`src/rtl/sim_ctrl_pkg.sv`:
```
// Shared types and constants for the simulation run controller.
// Included by sim_ctrl, sim_ctrl_if users and sim_ctrl_trace.
package sim_ctrl_pkg;

   typedef enum logic [1:0] {
      S_RESET,
      S_RUN,
      S_DRAIN,
      S_DONE
   } state_e;

   typedef enum logic [1:0] {
      ST_NONE    = 2'd0,
      ST_PASS    = 2'd1,
      ST_FAIL    = 2'd2,
      ST_TIMEOUT = 2'd3
   } status_e;

   localparam logic [31:0] INST_EBREAK = 32'h00100073;

endpackage

```
`src/rtl/sim_ctrl_if.sv`:
```
// Commit stream and run-status bundle between bench/core and sim_ctrl.
// master drives the commit stream, slave is the controller.
interface sim_ctrl_if #(
   parameter int XLEN  = 32,
   parameter int CNT_W = 32
);

   logic             core_rst;
   logic             commit_valid;
   logic [XLEN-1:0]  commit_pc;
   logic [31:0]      commit_inst;
   logic [XLEN-1:0]  a0_value;
   logic             running;
   logic             done;
   logic [1:0]       status;
   logic [CNT_W-1:0] cycle_count;
   logic [CNT_W-1:0] instret_count;

   modport master (
      output commit_valid, commit_pc,
      output commit_inst, a0_value,
      input  core_rst, running, done, status,
      input  cycle_count, instret_count
   );

   modport slave (
      input  commit_valid, commit_pc,
      input  commit_inst, a0_value,
      output core_rst, running, done, status,
      output cycle_count, instret_count
   );

endinterface

```
`src/rtl/sim_ctrl_trace.sv`:
```
// Circular buffer of the most recently committed PCs.
// rd returns the entry idx places back from the newest write.
module sim_ctrl_trace #(
   parameter int XLEN  = 32,
   parameter int DEPTH = 8
) (
   input  logic                     clk,
   input  logic                     rst,
   input  logic                     we,
   input  logic [XLEN-1:0]          wpc,
   input  logic [$clog2(DEPTH)-1:0] idx,
   output logic [XLEN-1:0]          rd
);

   localparam int AW = $clog2(DEPTH);

   logic [XLEN-1:0] mem [DEPTH];
   logic [AW-1:0]   wr_ptr;
   logic [AW-1:0]   rd_ptr;

   // write newest PC and advance the pointer; reset clears every entry
   always_ff @(posedge clk) begin
      if (rst) begin
         wr_ptr <= '0;
         for (int i = 0; i < DEPTH; i++)
            mem[i] <= '0;
      end else if (we) begin
         mem[wr_ptr] <= wpc;
         wr_ptr      <= wr_ptr + AW'(1);
      end
   end

   assign rd_ptr = wr_ptr - AW'(1) - idx;
   assign rd     = mem[rd_ptr];

endmodule

```
`src/rtl/sim_ctrl.sv`:
```
// Run controller: core reset, halt/timeout detect, counters, verdict.
// SIM_CTRL_TRACE_EN adds a committed-PC trace buffer.
import sim_ctrl_pkg::*;

module sim_ctrl #(
   parameter int          XLEN           = 32,
   parameter int          CNT_W          = 32,
   parameter int          RST_CYCLES     = 2,
   parameter int          DRAIN_CYCLES   = 3,
   parameter int          TIMEOUT_CYCLES = 50,
   parameter logic [31:0] HALT_INST      = INST_EBREAK
`ifdef SIM_CTRL_TRACE_EN
   ,
   parameter int          TRACE_DEPTH    = 8
`endif
) (
   input  logic clk,
   input  logic rst,
   sim_ctrl_if.slave bus
`ifdef SIM_CTRL_TRACE_EN
   ,
   input  logic [$clog2(TRACE_DEPTH)-1:0] trace_idx,
   output logic [XLEN-1:0]                trace_pc
`endif
);

   state_e           state_q, state_d;
   status_e          verdict_q, verdict_d;
   logic [31:0]      rst_cnt;
   logic [31:0]      drain_cnt;
   logic [CNT_W-1:0] cyc_q;
   logic [CNT_W-1:0] ins_q;
   logic             prev_valid;
   logic [XLEN-1:0]  prev_pc;
   logic [31:0]      prev_inst;
   logic             commit;
   logic             self_loop;
   logic             halt;
   logic             tmo;

   assign commit    = (state_q == S_RUN) && bus.commit_valid;
   assign self_loop = prev_valid
                    && (bus.commit_pc == prev_pc)
                    && (bus.commit_inst == prev_inst);
   assign halt      = commit
                    && ((bus.commit_inst == HALT_INST)
                        || self_loop);
   assign tmo       = (state_q == S_RUN)
                    && (TIMEOUT_CYCLES != 0)
                    && (cyc_q == CNT_W'(TIMEOUT_CYCLES - 1));

   // state and verdict registers
   always_ff @(posedge clk) begin
      if (rst) begin
         state_q   <= S_RESET;
         verdict_q <= ST_NONE;
      end else begin
         state_q   <= state_d;
         verdict_q <= verdict_d;
      end
   end

   // next state; halt takes priority over timeout in the same cycle
   always_comb begin
      state_d   = state_q;
      verdict_d = verdict_q;
      unique case (state_q)
         S_RESET: begin
            if (rst_cnt == 32'(RST_CYCLES - 1))
               state_d = S_RUN;
         end
         S_RUN: begin
            if (halt || tmo) begin
               state_d = (DRAIN_CYCLES == 0) ? S_DONE
                                             : S_DRAIN;
               if (halt)
                  verdict_d = (bus.a0_value == '0) ? ST_PASS
                                                   : ST_FAIL;
               else
                  verdict_d = ST_TIMEOUT;
            end
         end
         S_DRAIN: begin
            if (drain_cnt == 32'(DRAIN_CYCLES - 1))
               state_d = S_DONE;
         end
         S_DONE: begin
            state_d = S_DONE;
         end
         default: state_d = S_RESET;
      endcase
   end

   // sequencing counters, saturating run counters, previous commit
   always_ff @(posedge clk) begin
      if (rst) begin
         rst_cnt    <= '0;
         drain_cnt  <= '0;
         cyc_q      <= '0;
         ins_q      <= '0;
         prev_valid <= 1'b0;
         prev_pc    <= '0;
         prev_inst  <= '0;
      end else begin
         rst_cnt   <= (state_q == S_RESET) ? rst_cnt + 32'd1
                                           : '0;
         drain_cnt <= (state_q == S_DRAIN) ? drain_cnt + 32'd1
                                           : '0;
         if (state_q == S_RUN)
            cyc_q <= cyc_q + CNT_W'(cyc_q != '1);
         if (commit) begin
            ins_q      <= ins_q + CNT_W'(ins_q != '1);
            prev_valid <= 1'b1;
            prev_pc    <= bus.commit_pc;
            prev_inst  <= bus.commit_inst;
         end
      end
   end

   assign bus.core_rst      = (state_q == S_RESET);
   assign bus.running       = (state_q == S_RUN);
   assign bus.done          = (state_q == S_DONE);
   assign bus.status        = (state_q == S_DONE) ? verdict_q
                                                  : ST_NONE;
   assign bus.cycle_count   = cyc_q;
   assign bus.instret_count = ins_q;

`ifdef SIM_CTRL_TRACE_EN
   sim_ctrl_trace #(
      .XLEN  (XLEN),
      .DEPTH (TRACE_DEPTH)
   ) u_trace (
      .clk (clk),
      .rst (rst),
      .we  (commit),
      .wpc (bus.commit_pc),
      .idx (trace_idx),
      .rd  (trace_pc)
   );
`endif

endmodule
```
`src/flat_wrapper.sv`:
```
// flat-port wrapper written by rule: the top's interface ports become plain ports
module sim_ctrl_flat 
#(
   parameter int          XLEN           = 32,
   parameter int          CNT_W          = 32,
   parameter int          RST_CYCLES     = 2,
   parameter int          DRAIN_CYCLES   = 3,
   parameter int          TIMEOUT_CYCLES = 50,
   parameter logic [31:0] HALT_INST      = INST_EBREAK

)
  (clk, rst, bus_commit_valid, bus_commit_pc, bus_commit_inst, bus_a0_value, bus_core_rst, bus_running, bus_done, bus_status, bus_cycle_count, bus_instret_count);
  sim_ctrl_if #(.XLEN(XLEN), .CNT_W(CNT_W)) bus_i ();
  input  logic clk;
  input  logic rst;
  input wire logic [$bits(bus_i.commit_valid)-1:0] bus_commit_valid;
  input wire logic [$bits(bus_i.commit_pc)-1:0] bus_commit_pc;
  input wire logic [$bits(bus_i.commit_inst)-1:0] bus_commit_inst;
  input wire logic [$bits(bus_i.a0_value)-1:0] bus_a0_value;
  output wire logic [$bits(bus_i.core_rst)-1:0] bus_core_rst;
  output wire logic [$bits(bus_i.running)-1:0] bus_running;
  output wire logic [$bits(bus_i.done)-1:0] bus_done;
  output wire logic [$bits(bus_i.status)-1:0] bus_status;
  output wire logic [$bits(bus_i.cycle_count)-1:0] bus_cycle_count;
  output wire logic [$bits(bus_i.instret_count)-1:0] bus_instret_count;
  assign bus_i.commit_valid = bus_commit_valid;
  assign bus_i.commit_pc = bus_commit_pc;
  assign bus_i.commit_inst = bus_commit_inst;
  assign bus_i.a0_value = bus_a0_value;
  assign bus_core_rst = bus_i.core_rst;
  assign bus_running = bus_i.running;
  assign bus_done = bus_i.done;
  assign bus_status = bus_i.status;
  assign bus_cycle_count = bus_i.cycle_count;
  assign bus_instret_count = bus_i.instret_count;
  sim_ctrl #(.XLEN(XLEN), .CNT_W(CNT_W), .RST_CYCLES(RST_CYCLES), .DRAIN_CYCLES(DRAIN_CYCLES), .TIMEOUT_CYCLES(TIMEOUT_CYCLES), .HALT_INST(HALT_INST)) u_core (.clk(clk), .rst(rst), .bus(bus_i));
endmodule
```
`config.mk`:
```
export PLATFORM = sky130hd
export DESIGN_NAME = sim_ctrl_flat
export DESIGN_NICKNAME = d
export VERILOG_FILES = /design/src/rtl/sim_ctrl_pkg.sv /design/src/rtl/sim_ctrl_if.sv /design/src/rtl/sim_ctrl_trace.sv /design/src/rtl/sim_ctrl.sv /design/src/flat_wrapper.sv
export SDC_FILE = /design/constraint.sdc
export NUM_CORES = 1
export LEC_CHECK = 0
export CAP_MARGIN = 40
export CORE_ASPECT_RATIO = 0.6
export CORE_MARGIN = 2
export CORE_UTILIZATION = 57
export DETAILED_ROUTE_END_ITERATION = 12
export PLACE_DENSITY_LB_ADDON = 0.25
export SLEW_MARGIN = 20
export SYNTH_ARGS = -nofsm -noshare
export SYNTH_HDL_FRONTEND = slang
export SYNTH_SLANG_ARGS = --single-unit
```
`constraint.sdc`:
```
create_clock -name clk -period 3.96 [get_ports clk]
set_input_delay 0.396 -clock clk [delete_from_list [all_inputs] [get_ports clk]]
set_output_delay 0.396 -clock clk [all_outputs]
set_load 0.005 [all_outputs]
```
* Word level (Yosys, flattened, before mapping)
Cells that the tools add are included.
Word-level totals: register bits 197, input port bits 99, word-level logic and storage cells 49
Operators by class: add/subtract/negate cells 4, eq/ne operators 14, muxes and demuxes 7, bitwise logic cells 2, reductions and logical operators 13
Operator list (count):
- $add A32 B1 Y32 | 2
- $add A32 B1 Y32 const B | 2
- $eq A32 B32 Y1 | 2
- $ne A32 B32 Y1 const B | 2
- $eq A32 B1 Y1 const B | 1
- $eq A32 B2 Y1 const B | 1
- $eq A32 B21 Y1 const B | 1
- $eq A32 B6 Y1 const B | 1
- $logic_not A32 Y1 | 1
- $mux W2 | 6
- $pmux W2 S4 | 1
- $ne A2 B1 Y1 const B | 3
- $logic_and A1 B1 Y1 | 5
- $eq A2 B2 Y1 const B | 2
- $reduce_or A2 Y1 | 2
- $reduce_and A3 Y1 | 1
- $eq A2 B1 Y1 const B | 1
- $logic_not A2 Y1 | 1
- $logic_or A1 B1 Y1 | 2
- $not A1 Y1 | 2
- $reduce_and A2 Y1 | 1

* Depth between registers and ports, before layout
depth after elaboration 8, depth in mapped cells 13

* Least setup slack after synthesis
No wires, ideal clock.
path kind reg2reg, from register u_core.ins_q[24] (netlist: u_core.bus.instret_count[24]), to register u_core.ins_q[20] (netlist: u_core.bus.instret_count[20]), library setup time 128 ps, data arrival time 2555 ps, required time 3832 ps, setup slack 1277 ps, cell stages (with the launch flop) 14, buffers on the path 1, period minus slack after synthesis 2683 ps, path through dfxtp_1 > and3_1 > and3_1 > nand3_1 > or4_1 > ha_1 > ha_1 > nand3_1 > or2_1 > clkbuf_1 > nor3_1 > nand3_1 > xor2_1 > nor2_1
Between the ends: word-level cells in the longest chain between the ends 2
Ends and longest elaborated chain:
- start, declared | line sim_ctrl.sv:32 | logic [CNT_W-1:0] ins_q;
- start signal, assigned | line sim_ctrl.sv:112 | ins_q <= ins_q + CNT_W'(ins_q != '1);
- $ne A32 B32 Y1 | line sim_ctrl.sv:112
- $add A32 B1 Y32 | line sim_ctrl.sv:112
Every way passes these cells. A chain may end at the register's enable or synchronous reset.

* Worst setup path in the final report
Ends and elaborated chain as after synthesis.

==> impl_results.md <==
- Most used flip-flop cell after synthesis: dfxtp_1
- Input/output buffers: 167
- Dpl hpwl: 16.5 mm
- Vias per cell: 5.60
- Ports: 168
- Number of synthesized flops with an enable pin: 0
- Worst Hold Class: flip-flop to flip-flop
- Pwr/cell area: 394 nW/um^2
- Post-DP Area: 11000 um^2
- Fin util: 0.740
- Final count of pins violating max slew: 0
- Final Setup Violations: 0
- Cell mode on critical path: nand3_1
- Most common cell after layout, fill and taps aside: dfxtp_1
- Min Tclk post-route: 2.94 ns
- Clock buffer depth: 2
- Row count: 35
- First-pass GRT wire length: 37.6 mm
- Leak pwr: 3.90 nW
- Tcrit/Tclk final: 0.743
- GRT Overall Usage: 0.270
- Hold buffer count at cts: 0
- Crit path buffers/inverters: 0
- Gr ovfl total: 0
- Fin. Hold Viols: 0
- Crit path DAT: 3.24 ns
- Clock Sinks: 197
- Largest delay share family, worst path: simple AND/OR/NAND/NOR gates
- Max Freq: 0.340 GHz
- Least-Margin Pin Slew: 0.814 ns
- Final WL: 23.0 mm
- Vias in the first global route: 7487
- Largest net degree at the start of global routing: 72
- Synth async-reset ratio: 0
- Design area: 11500 um^2
- Crit start category: flip-flop
- Status: finished clean
- RSZ-0062 raised after global routing: no
- Vias: 8141
- Cell chain of the critical path: and3_1, and3_1, nand3_1, or4_1, ha_1, ha_1, nand3_1, or2_1, nor3_1, nand3_1, xor2_1, nor2_1
- Sum Neg Setup Slack: 0 ns
- Root buf cell: clkbuf_16
- YS warnings: 0
- Worst EP required: 4.26 ns
- Die Area: 17100 um^2
- Post-CTS Setup Inserts: 0
- Max stage delay on crit path: 0.56 ns
- Clk slew on worst S/H paths: 0.08 ns
- Post-cts resize count: 0
- Syn Area/Cell: 8.38 um^2
- Core area: 15500 um^2
- Worst Skew: 0.0164 ns
- Max Cap Violations: 0
- Post-route ant nets: 0
- Crit-path max FO: 6
- Seq cells post-synth: 197
- Fin nets: 1347
- CTS tree: built
- Num CTS Buffers: 17
- Cells after synthesis: 1093
- Post-Syn Area: 9160 um^2
- Layout cells sized above 1: 0.0480
- Maximum vdd ir drop: 282 uV
- WHS: 0.462 ns
- Initial antenna violation count: 1
- Drt initial violations: 593
- Final RePlAce weighted congestion: 0.841
- Clock Latency Late Sink: 0.43 ns
- DIE WIDTH: 168 um
- Syn-to-layout area delta: 25.5%
- Syn nets: 1200
- Drt wl/cell: 15.8 um
- Slowest cell on crit path: or4_1
- Crit Path Class: flip-flop to flip-flop
- Synth cell types: 50
- Vert. Die Dim: 102 um
- Seq/Total Area, Yosys: 0.430
- Drt first pass iters: 6
- # H-tree levels: 4
- DRC Markers: 0
- Worst Setup End Kind: flip-flop
- Slew headroom: 0.456
- Starting density of the core: 0.589
- Most frequent cells in the layout: dfxtp_1, nand2_1, clkdlybuf4s50_1
[power by group]
| group | switching (mW) | internal [mW] | total (mW) |
|---|---|---|---|
| Combinational | 0.401 | 0.326 | 0.728 |
| Clock | 0.802 | 0.822 | 1.62 |
| Sequential | 0.0960 | 2.09 | 2.18 |
[tightest hold or removal path: stages, from the launching register on]
cell and delay, ns:
dfxtp_1 0.31, nand2_1 0.05, a21oi_1 0.05
[path summary, 6_finish.rpt]
check	startpoint	slack (ns)	end	cells after the start
min	u_core.prev_inst[2]	0.46	u_core.prev_inst[2]	2
max	u_core.bus.instret_count[24]	1.02	u_core.bus.instret_count[20]	12
min reg2reg	u_core.prev_inst[2]	0.46	u_core.prev_inst[2]	2
max reg2reg	u_core.bus.instret_count[24]	1.02	u_core.bus.instret_count[20]	12
[area by class of cell]
cell class	instances	area (um^2)
Multi-Input combinational cell	842	5010
Fill cell	1124	4040
Antenna cell	1	2.50
Inverter	9	33.8
Sequential cell	197	3940
Tap cell	203	254
Timing Repair Buffer	173	1720
Clock buffer	17	425
Clock inverter	13	116
[flip-flops by register name, indices dropped and copies added, names as in the netlist]
name	flops
u_core.prev_pc	32
u_core.verdict_q	2
u_core.bus.instret_count	32
u_core.bus.cycle_count	32
u_core.rst_cnt	32
u_core.drain_cnt	32
u_core.prev_valid	1
u_core.prev_inst	32
u_core.state_q	2
[per-stage QoR]
step	instances	power (mW)	setup slack [ns]
finish	1455	4.54	1.02
global route	1454	4.73	0.819
CTS	1453	4.56	1.06
detailed placement	1423	2.95	1.09
global placement	1422	2.92	1.20
floorplan	1093	2.67	1.28
[per-layer routing]
layer,GRT usage,routed length [um],up-vias,share of wire
li1,-,-,4050,-
met1,0.397,11300,3788,0.49
met2,0.420,10100,273,0.44
met3,0.0422,1320,30,0.057
met4,0.0682,291,0,0.013
met5,0,0,-,0
[kinds of logic after synthesis]
family	Yosys count	share of synthesized area
adders and majority gates	8	0.0109
muxes	2	0.00218
AOI/OAI and AO/OA	105	0.0609
DFF	197	0.430
xor gates and xnor gates	169	0.162
buffers and inverters	54	0.0236
and+or+nand+nor	558	0.310
[synthesized netlist by cell type, drive strengths merged, types with 2 or more instances]
library cell    n  area, um^2
a21oi          83         415
and2            7        43.8
and3           23         144
and4           15         134
buf            15        70.1
clkbuf         30         113
dfxtp         197        3940
ha              8         100
inv             9        33.8
mux2i           2        20.0
nand2         176         661
nand3          51         283
nand4          61         394
nor2          132         495
nor2b           4        25.0
nor3           17         113
nor4           38         265
nor4b           6        67.6
o21ai          16        80.1
or2             5        33.8
or3            15        93.8
xnor2          83         727
xor2           86         753
Power figures use the tool's default switching activity.
